===== config.mk =====
export PLATFORM = sky130hd
export DESIGN_NAME = qerv_mem_seq
export DESIGN_NICKNAME = d
export VERILOG_FILES = /design/src/rtl/qerv_mem_seq.sv
export SDC_FILE = /design/constraint.sdc
export NUM_CORES = 1
export LEC_CHECK = 0
export BUFFER_PORTS_ARGS = -buffer_cell sky130_fd_sc_hd__buf_2
export CAP_MARGIN = 5
export CORE_AREA = 4 4 41 43
export CTS_CLUSTER_DIAMETER = 100
export DETAILED_ROUTE_END_ITERATION = 7
export DIE_AREA = 0 0 45 47
export GPL_ROUTABILITY_DRIVEN = 0
export PLACE_DENSITY_LB_ADDON = 0.05
export SLEW_MARGIN = 0
export SYNTH_ARGS = -nofsm -noshare
export SYNTH_HDL_FRONTEND = slang
export SYNTH_SLANG_ARGS = --single-unit

===== constraint.sdc =====
create_clock -name i_clk -period 2.35 [get_ports i_clk]
set_clock_uncertainty 0.1 [all_clocks]
set_input_delay 0.705 -clock i_clk [delete_from_list [all_inputs] [get_ports i_clk]]
set_output_delay 0.705 -clock i_clk [all_outputs]
set_load 0.01 [all_outputs]

===== src/rtl/qerv_mem_seq.sv =====
// qerv_mem_seq: load/store sequencer for the W-bit serial buffer register.
// Store: INIT phase shifts rs2 into the addressed byte lanes, then one bus cycle.
// Load: bus cycle, o_load on ack, then RUN replays the word serially to rd,
// flagging real data bits versus sign/zero fill.
// Optional feature macro: MISALIGN_TRAP_EN (misaligned half/word requests are
// rejected with a one-cycle o_misalign pulse instead of running a bus cycle).
//
// state | meaning
// IDLE  | waiting for i_req
// INIT  | store data being shifted into bufreg, byte lanes gated
// BUS   | Wishbone cycle outstanding, waiting for ack
// RUN   | loaded data replayed serially to rd
module qerv_mem_seq #(
  parameter  int W  = 1,
  localparam int LB = $clog2(W),
  localparam int CW = 5 - LB
) (
  input  logic       i_clk,
  input  logic       i_rst,
  input  logic       i_req,
  input  logic       i_we,
  input  logic [1:0] i_size,
  input  logic       i_signed,
  input  logic [1:0] i_lsb,
  input  logic       i_q_msb,
  output logic       o_init,
  output logic       o_run,
  output logic       o_byte_valid,
  output logic       o_load,
  output logic       o_dat_valid,
  output logic       o_sign,
  output logic       o_wb_cyc,
  output logic       o_wb_we,
  output logic [3:0] o_wb_sel,
  input  logic       i_wb_ack,
  output logic       o_done,
  output logic       o_misalign
);

  typedef enum logic [1:0] {IDLE, INIT, BUS, RUN} state_t;

  state_t        state;
  logic [CW-1:0] cnt;
  logic          sign_r;

  logic       cnt_done;
  logic [4:0] bit_pos;
  logic [1:0] byte_idx;
  logic       is_word;
  logic       is_half;
  logic       misalign_req;
  logic       dat_valid;

  assign cnt_done = &cnt;
  assign bit_pos  = 5'(cnt) << LB;
  assign byte_idx = bit_pos[4:3];
  assign is_word  = i_size[1];
  assign is_half  = (i_size == 2'b01);

`ifdef MISALIGN_TRAP_EN
  assign misalign_req = (is_half & i_lsb[0]) | (is_word & (i_lsb != 2'b00));
`else
  assign misalign_req = 1'b0;
`endif

  // Bytes above the first one are real data only for half/word loads.
  assign dat_valid = (state == RUN) &
                     (is_word | (byte_idx == 2'd0) | (is_half & (byte_idx <= 2'd1)));

  // Sequencer state, serial bit counter and load sign capture.
  always_ff @(posedge i_clk) begin
    if (i_rst) begin
      state  <= IDLE;
      cnt    <= '0;
      sign_r <= 1'b0;
    end else begin
      case (state)
        IDLE: begin
          if (i_req && !misalign_req)
            state <= i_we ? INIT : BUS;
        end
        INIT: begin
          cnt <= cnt + 1'b1;
          if (cnt_done)
            state <= BUS;
        end
        BUS: begin
          if (i_wb_ack) begin
            if (i_we) begin
              state <= IDLE;
            end else begin
              state  <= RUN;
              sign_r <= 1'b0;
            end
          end
        end
        RUN: begin
          cnt <= cnt + 1'b1;
          if (dat_valid && i_signed)
            sign_r <= i_q_msb;
          if (cnt_done)
            state <= IDLE;
        end
        default: state <= IDLE;
      endcase
    end
  end

  // Output decode; ack-related pulses are suppressed while reset is asserted.
  always_comb begin
    o_init       = (state == INIT);
    o_run        = (state == RUN);
    o_wb_cyc     = (state == BUS);
    o_wb_we      = (state == BUS) & i_we;
    o_byte_valid = (state == INIT) &
                   (({1'b0, byte_idx} + {1'b0, i_lsb}) <= 3'd3);
    o_dat_valid  = dat_valid;
    o_sign       = sign_r;
    o_load       = !i_rst & (state == BUS) & i_wb_ack & !i_we;
    o_done       = !i_rst & (((state == BUS) & i_wb_ack & i_we) |
                             ((state == RUN) & cnt_done));
    o_misalign   = !i_rst & (state == IDLE) & i_req & misalign_req;
    o_wb_sel     = 4'b0000;
    if (state == BUS) begin
      case (i_size)
        2'b00:   o_wb_sel = 4'b0001 << i_lsb;
        2'b01:   o_wb_sel = i_lsb[1] ? 4'b1100 : 4'b0011;
        default: o_wb_sel = 4'b1111;
      endcase
    end
  end

endmodule


# ---- Word level (Yosys, flattened, before mapping)
# Cells that the tools add are included.
dict set report op_classes {
  n_lt_le_gt_ge 2
  n_addsub 2
  n_eq_ne 10
  bitwise_logic 14
  n_shift 1
  muxes 14
  reduce_logical 11
}
# operator count
set op_table {}
lappend op_table {{two-way mux 2 bit} 6}
lappend op_table {{AND 1 bit} 11}
lappend op_table {{two-way mux 4 bit} 2}
lappend op_table {{inequality test 2 x 1 -> 1 bit (second input constant)} 4}
lappend op_table {{case mux 2 bit (4 select lines)} 1}
lappend op_table {{case mux 4 bit (2 select lines)} 1}
lappend op_table {{AND reduction 4 bit} 2}
lappend op_table {{logical NOT 2 bit} 3}
lappend op_table {{adder 5 x 1 -> 5 bit (second input constant)} 1}
lappend op_table {{AND reduction 5 bit} 1}
lappend op_table {{== test 2 x 1 -> 1 bit (second input constant)} 2}
lappend op_table {{== test 2 bit (second input constant)} 2}
lappend op_table {{inequality test 2 bit (second input constant)} 2}
lappend op_table {{left shift 1 x 2 -> 4 bit (first input constant)} 1}
lappend op_table {{adder 2 x 2 -> 3 bit} 1}
lappend op_table {{less-or-equal comparator 3 x 2 -> 1 bit (second input constant)} 1}
lappend op_table {{two-way mux 1 bit} 3}
lappend op_table {{OR 1 bit} 3}
lappend op_table {{less-or-equal comparator 2 x 1 -> 1 bit (second input constant)} 1}
lappend op_table {{logical NOT 1 bit} 2}
lappend op_table {{case mux 1 bit (2 select lines)} 1}
lappend op_table {{nonzero test 2 bit} 1}
lappend op_table {{OR reduction 2 bit} 1}
lappend op_table {{logical AND 1 bit} 1}
dict set report word_totals {
  word_cells 57
  regBits 8
  out_inout_bits 14
}

# ---- Depth between registers and ports, before layout
dict set report logic_depth {
  word_depth 7
  mapped_depth 6
  depth_no_buf 6
}

# ---- Worst setup path after synthesis
# OpenSTA, ideal clock, no wires.
dict set report synth_timing {
  path_kind {input port to output port}
  startpoint {input port i_lsb[0]}
  endpoint {output port o_byte_valid}
  n_path_buf 0
  cell_stages 3
  t_arrival_ns 1.437
  slack_ns 0.108
  cell_sequence {ha_1 -> fa_1 -> nor2b_1}
}
dict set report synth_between {
  elab_chain_len 3
}
# element line
set synth_lines {}
lappend synth_lines {{start, declared} 24} ;# input logic [1:0] i_lsb,
lappend synth_lines {{adder 2 x 2 -> 3 bit} 116} ;# (({1'b0, byte_idx} + {1'b0, i_lsb}) <= 3'd3);
lappend synth_lines {{less-or-equal comparator 3 x 2 -> 1 bit} 116}
lappend synth_lines {{AND 1 bit} 115} ;# o_byte_valid = (state == INIT) &
lappend synth_lines {{end, declared} 28} ;# output logic o_byte_valid,
# Every way passes these cells.

# ---- Final worst setup path
# Ends and elaborated chain as after synthesis.

==> results by group <==
Synthesis
  • Synthesized flop and latch total: 8
  • Post-Synth Adder-Cell Area: 0.105
  • Compound-cell area share of the yosys netlist: 0.168
  • Area contributors post-synth: dfxtp_1 29%, ha_1 6.8%, a21oi_1 6.4%
  • Average cell area after synthesis: around 8.2 µm²
  • Number of synthesized flops with an enable pin: 0
  • Count leader, synth: nor2_1
  • XOR/XNOR Fraction of Synth Area: 0.0477
  • Top_reg_cell synth: dfxtp_1
  • Seq/Total Area, Yosys: 0.291
  • Post-synth ARST share: 0
  • Syn nets: just over 80
  • Simple-Gate Fraction of Synth Area: 0.266
  • Netlist Area Pre-Place: roughly 550 µm²
  • Post-synthesis cell count: 67
  • Mux contribution to synthesized area: 0.0545
  • Synth warnings: 0
  • Most common library cells after synthesis: 9 x nor2_1, 8 x dfxtp_1, 7 x a21oi_1, 4 x inv_1, 4 x nand2b_1
  • Synth cell types: 30
  • Top-area cell type share of the netlist area: 0.291
  • Leading area contributor after synthesis: dfxtp_1
  • Main combinational cell family by area after synthesis: simple AND/OR/NAND/NOR gates

STA
  • Hold WS: around 0.40 ns
  • Min Clock Period, post-route: roughly 2.3 ns
  • Slew Limit Fails: 0
  • Setup Viol. Count Final: 0
  • Fin. Hold Viols: 0
  • Period utilization: 0.977
  • RSZ-0062 raised after global routing: false
  • Fmax: roughly 0.44 GHz

Critical path
  • WS Path Type: input port to output port
  • Worst EP arrival: between 1 and 1.5 ns
  • CP Max Fanout: 2
  • Crit path capture type: output port
  • Worst Path Required: ~1.5 ns
  • Setup crit start kind: input port

Floorplan
  • Die width: 45 µm
  • Die H: roughly 47 µm
  • Starting density of the core: 0.423
  • Core area: 1300 µm²
  • Rows: 13
  • Boundary Pins: 25
  • Total Die Area: 2120 µm²

Clock tree
  • Clock sinks: 8
  • Worst skew pair latency: 0.25 ns
  • TritonCTS clock tree: done
  • Clk root buf: clkbuf_4
  • Cts bufs inserted: 3
  • Clk buf depth: 2
  • # H-tree levels: 1
  • Clock transition at path regs: about 0.05 ns
  • CTS Hold Bufs: 0

Global routing
  • Antenna violations before repair: 0
  • Gr usage total: 0.134
  • Largest net degree at the start of global routing: 12
  • Total gr overflow: 0
  • First-pass GRT wire length: between 2 and 2.5 mm
  • Vias in the first global route: about 480

Cells and area
  • Diode count: 0
  • Synth-to-layout area growth: 45.0%
  • Layout cells sized above 1: 0.433
  • Final nets: around 110
  • Fill cells: around 130

Drt
  • Initial drt markers: 4
  • Pre-antenna DRT Iters: 4
  • Wire length per cell: 11.7 µm
  • Post-route DRC: 0
  • Vias per cell: 4.98
  • Via Count: between 500 and 600
  • ANT nets after route: 0
  • Total routed wirelength: ~1.3 mm

Power and ir drop
  • Switching power: 0.0981 mW
  • Int Pwr: approximately 0.25 mW
  • P_leak: about 0.4 nW
  • Clk network pwr share: 0.301
  • PD cells: 433 nW/µm²
  • Peak VDD IR: approximately 0.33 mV
  • Sw Share: 0.284
  • Total power: about 0.35 mW
  • Power share of the sequential group: 0.447
  • Logic gate share of total power: 0.252

Hold path
  • Hold Crit Class: flip-flop to flip-flop

Job
  • Maxcap violations: 0

Placement
  • Port bufs: 23
  • HPWL Detailed: ~970 µm

Outcome
  • Status: finished clean
==> metrics by stage <==
step	utilization	worst slack, ns	setup TNS [ns]	std cells	cell area [µm²]
2_1_floorplan	-	0.108	0	67	551
3_3_place_gp	0.529	-0.0418	-0.0418	105	688
3_5_place_dp	0.529	-0.0565	-0.0565	105	688
4_1_cts	0.564	-0.0175	-0.0175	110	734
5_1_grt	0.613	0.00656	0	112	798
6_report	0.613	0.0546	0	112	798
==> registers in the layout (all words and copies together), names as in the netlist <==
signal   cells
o_sign       1
bit_pos      5
state        2
==> critical path, cell delays in order <==
cell and delay [ns]:
buf_6 0.10, ha_4 0.15, fa_2 0.31, nor2b_1 0.10, buf_2 0.13
==> timing repair <==
action                     CTS  global route
setup endpoints to repair    2             2
resized for setup            4             9
pin swaps                    0             0
setup buffers                2             2
==> power groups by stage <==
stage	registers [mW]	logic (mW)	clock network, mW
after floorplan	0.152	0.0484	0
after global placement	0.155	0.0755	0
after detailed placement	0.156	0.0757	0
after CTS	0.152	0.0806	0.109
after global routing	0.156	0.0982	0.116
final	0.155	0.0870	0.104
==> final cells by class <==
cell class                 count  area [µm²]  area share
multi-input combinational     52         405       0.508
timing repair buffer          30         174       0.218
sequential                     8         163       0.204
clock buffer                   3        22.5      0.0282
tap                           15        18.8      0.0235
inverter                       4        15.0      0.0188
==> routing by layer <==
| metal | wire length [µm] | track usage | vias to the layer above |
|---|---|---|---|
| met2 | 600 | 0.215 | 16 |
| met1 | 583 | 0.165 | 248 |
| met4 | 19 | 0.0877 | 0 |
| li1 | - | - | 292 |
| met3 | 109 | 0.0230 | 2 |
| met5 | 0 | 0 | - |
==> worst paths after layout <==
kind | start | endpoint | slack [ns] | cells past startpoint
hold reg to reg | o_sign$_SDFFE_PP0P_ | o_sign$_SDFFE_PP0P_ | 0.40 | 2
setup / recovery | i_lsb[0] | o_byte_valid | 0.05 | 5
setup reg to reg | bit_pos[1]$_SDFFE_PP0P_ | state[1]$_SDFFE_PP0P_ | 0.81 | 6
hold / removal | o_sign$_SDFFE_PP0P_ | o_sign$_SDFFE_PP0P_ | 0.40 | 2
==> cell usage in the layout, fill, tap and decap left out <==
cell,instances
and2_4,1
inv_1,4
o21ai_0,2
o21a_1,1
and3_4,1
o21ai_2,1
nand4_1,1
ha_4,3
nand3b_1,1
o211a_1,1
a221oi_1,1
o2111ai_1,1
clkbuf_4,3
nor2_1,9
nand2b_1,4
nand4bb_1,1
nand2_1,3
dfxtp_1,6
buf_4,7
fa_2,1
buf_2,22
a211oi_1,1
dfxtp_2,2
xnor2_1,1
conb_1,1
or3b_1,1
xor2_1,2
and2_1,1
and3b_1,1
nor2b_1,2
mux2i_1,3
a21oi_1,7
buf_6,1
==> kinds of logic (layout without fill, tap and decap cells) <==
family / count (synthesis) / after routing
buffers and inverters: 7 / 37
other: 1 / 1
AOI/OAI and AO/OA: 15 / 15
and+or+nand+nor: 26 / 26
adders and majority gates: 4 / 4
xor gates and xnor gates: 3 / 3
DFF: 8 / 8
muxes: 3 / 3
No activity file was read; power rests on OpenSTA's default activity.
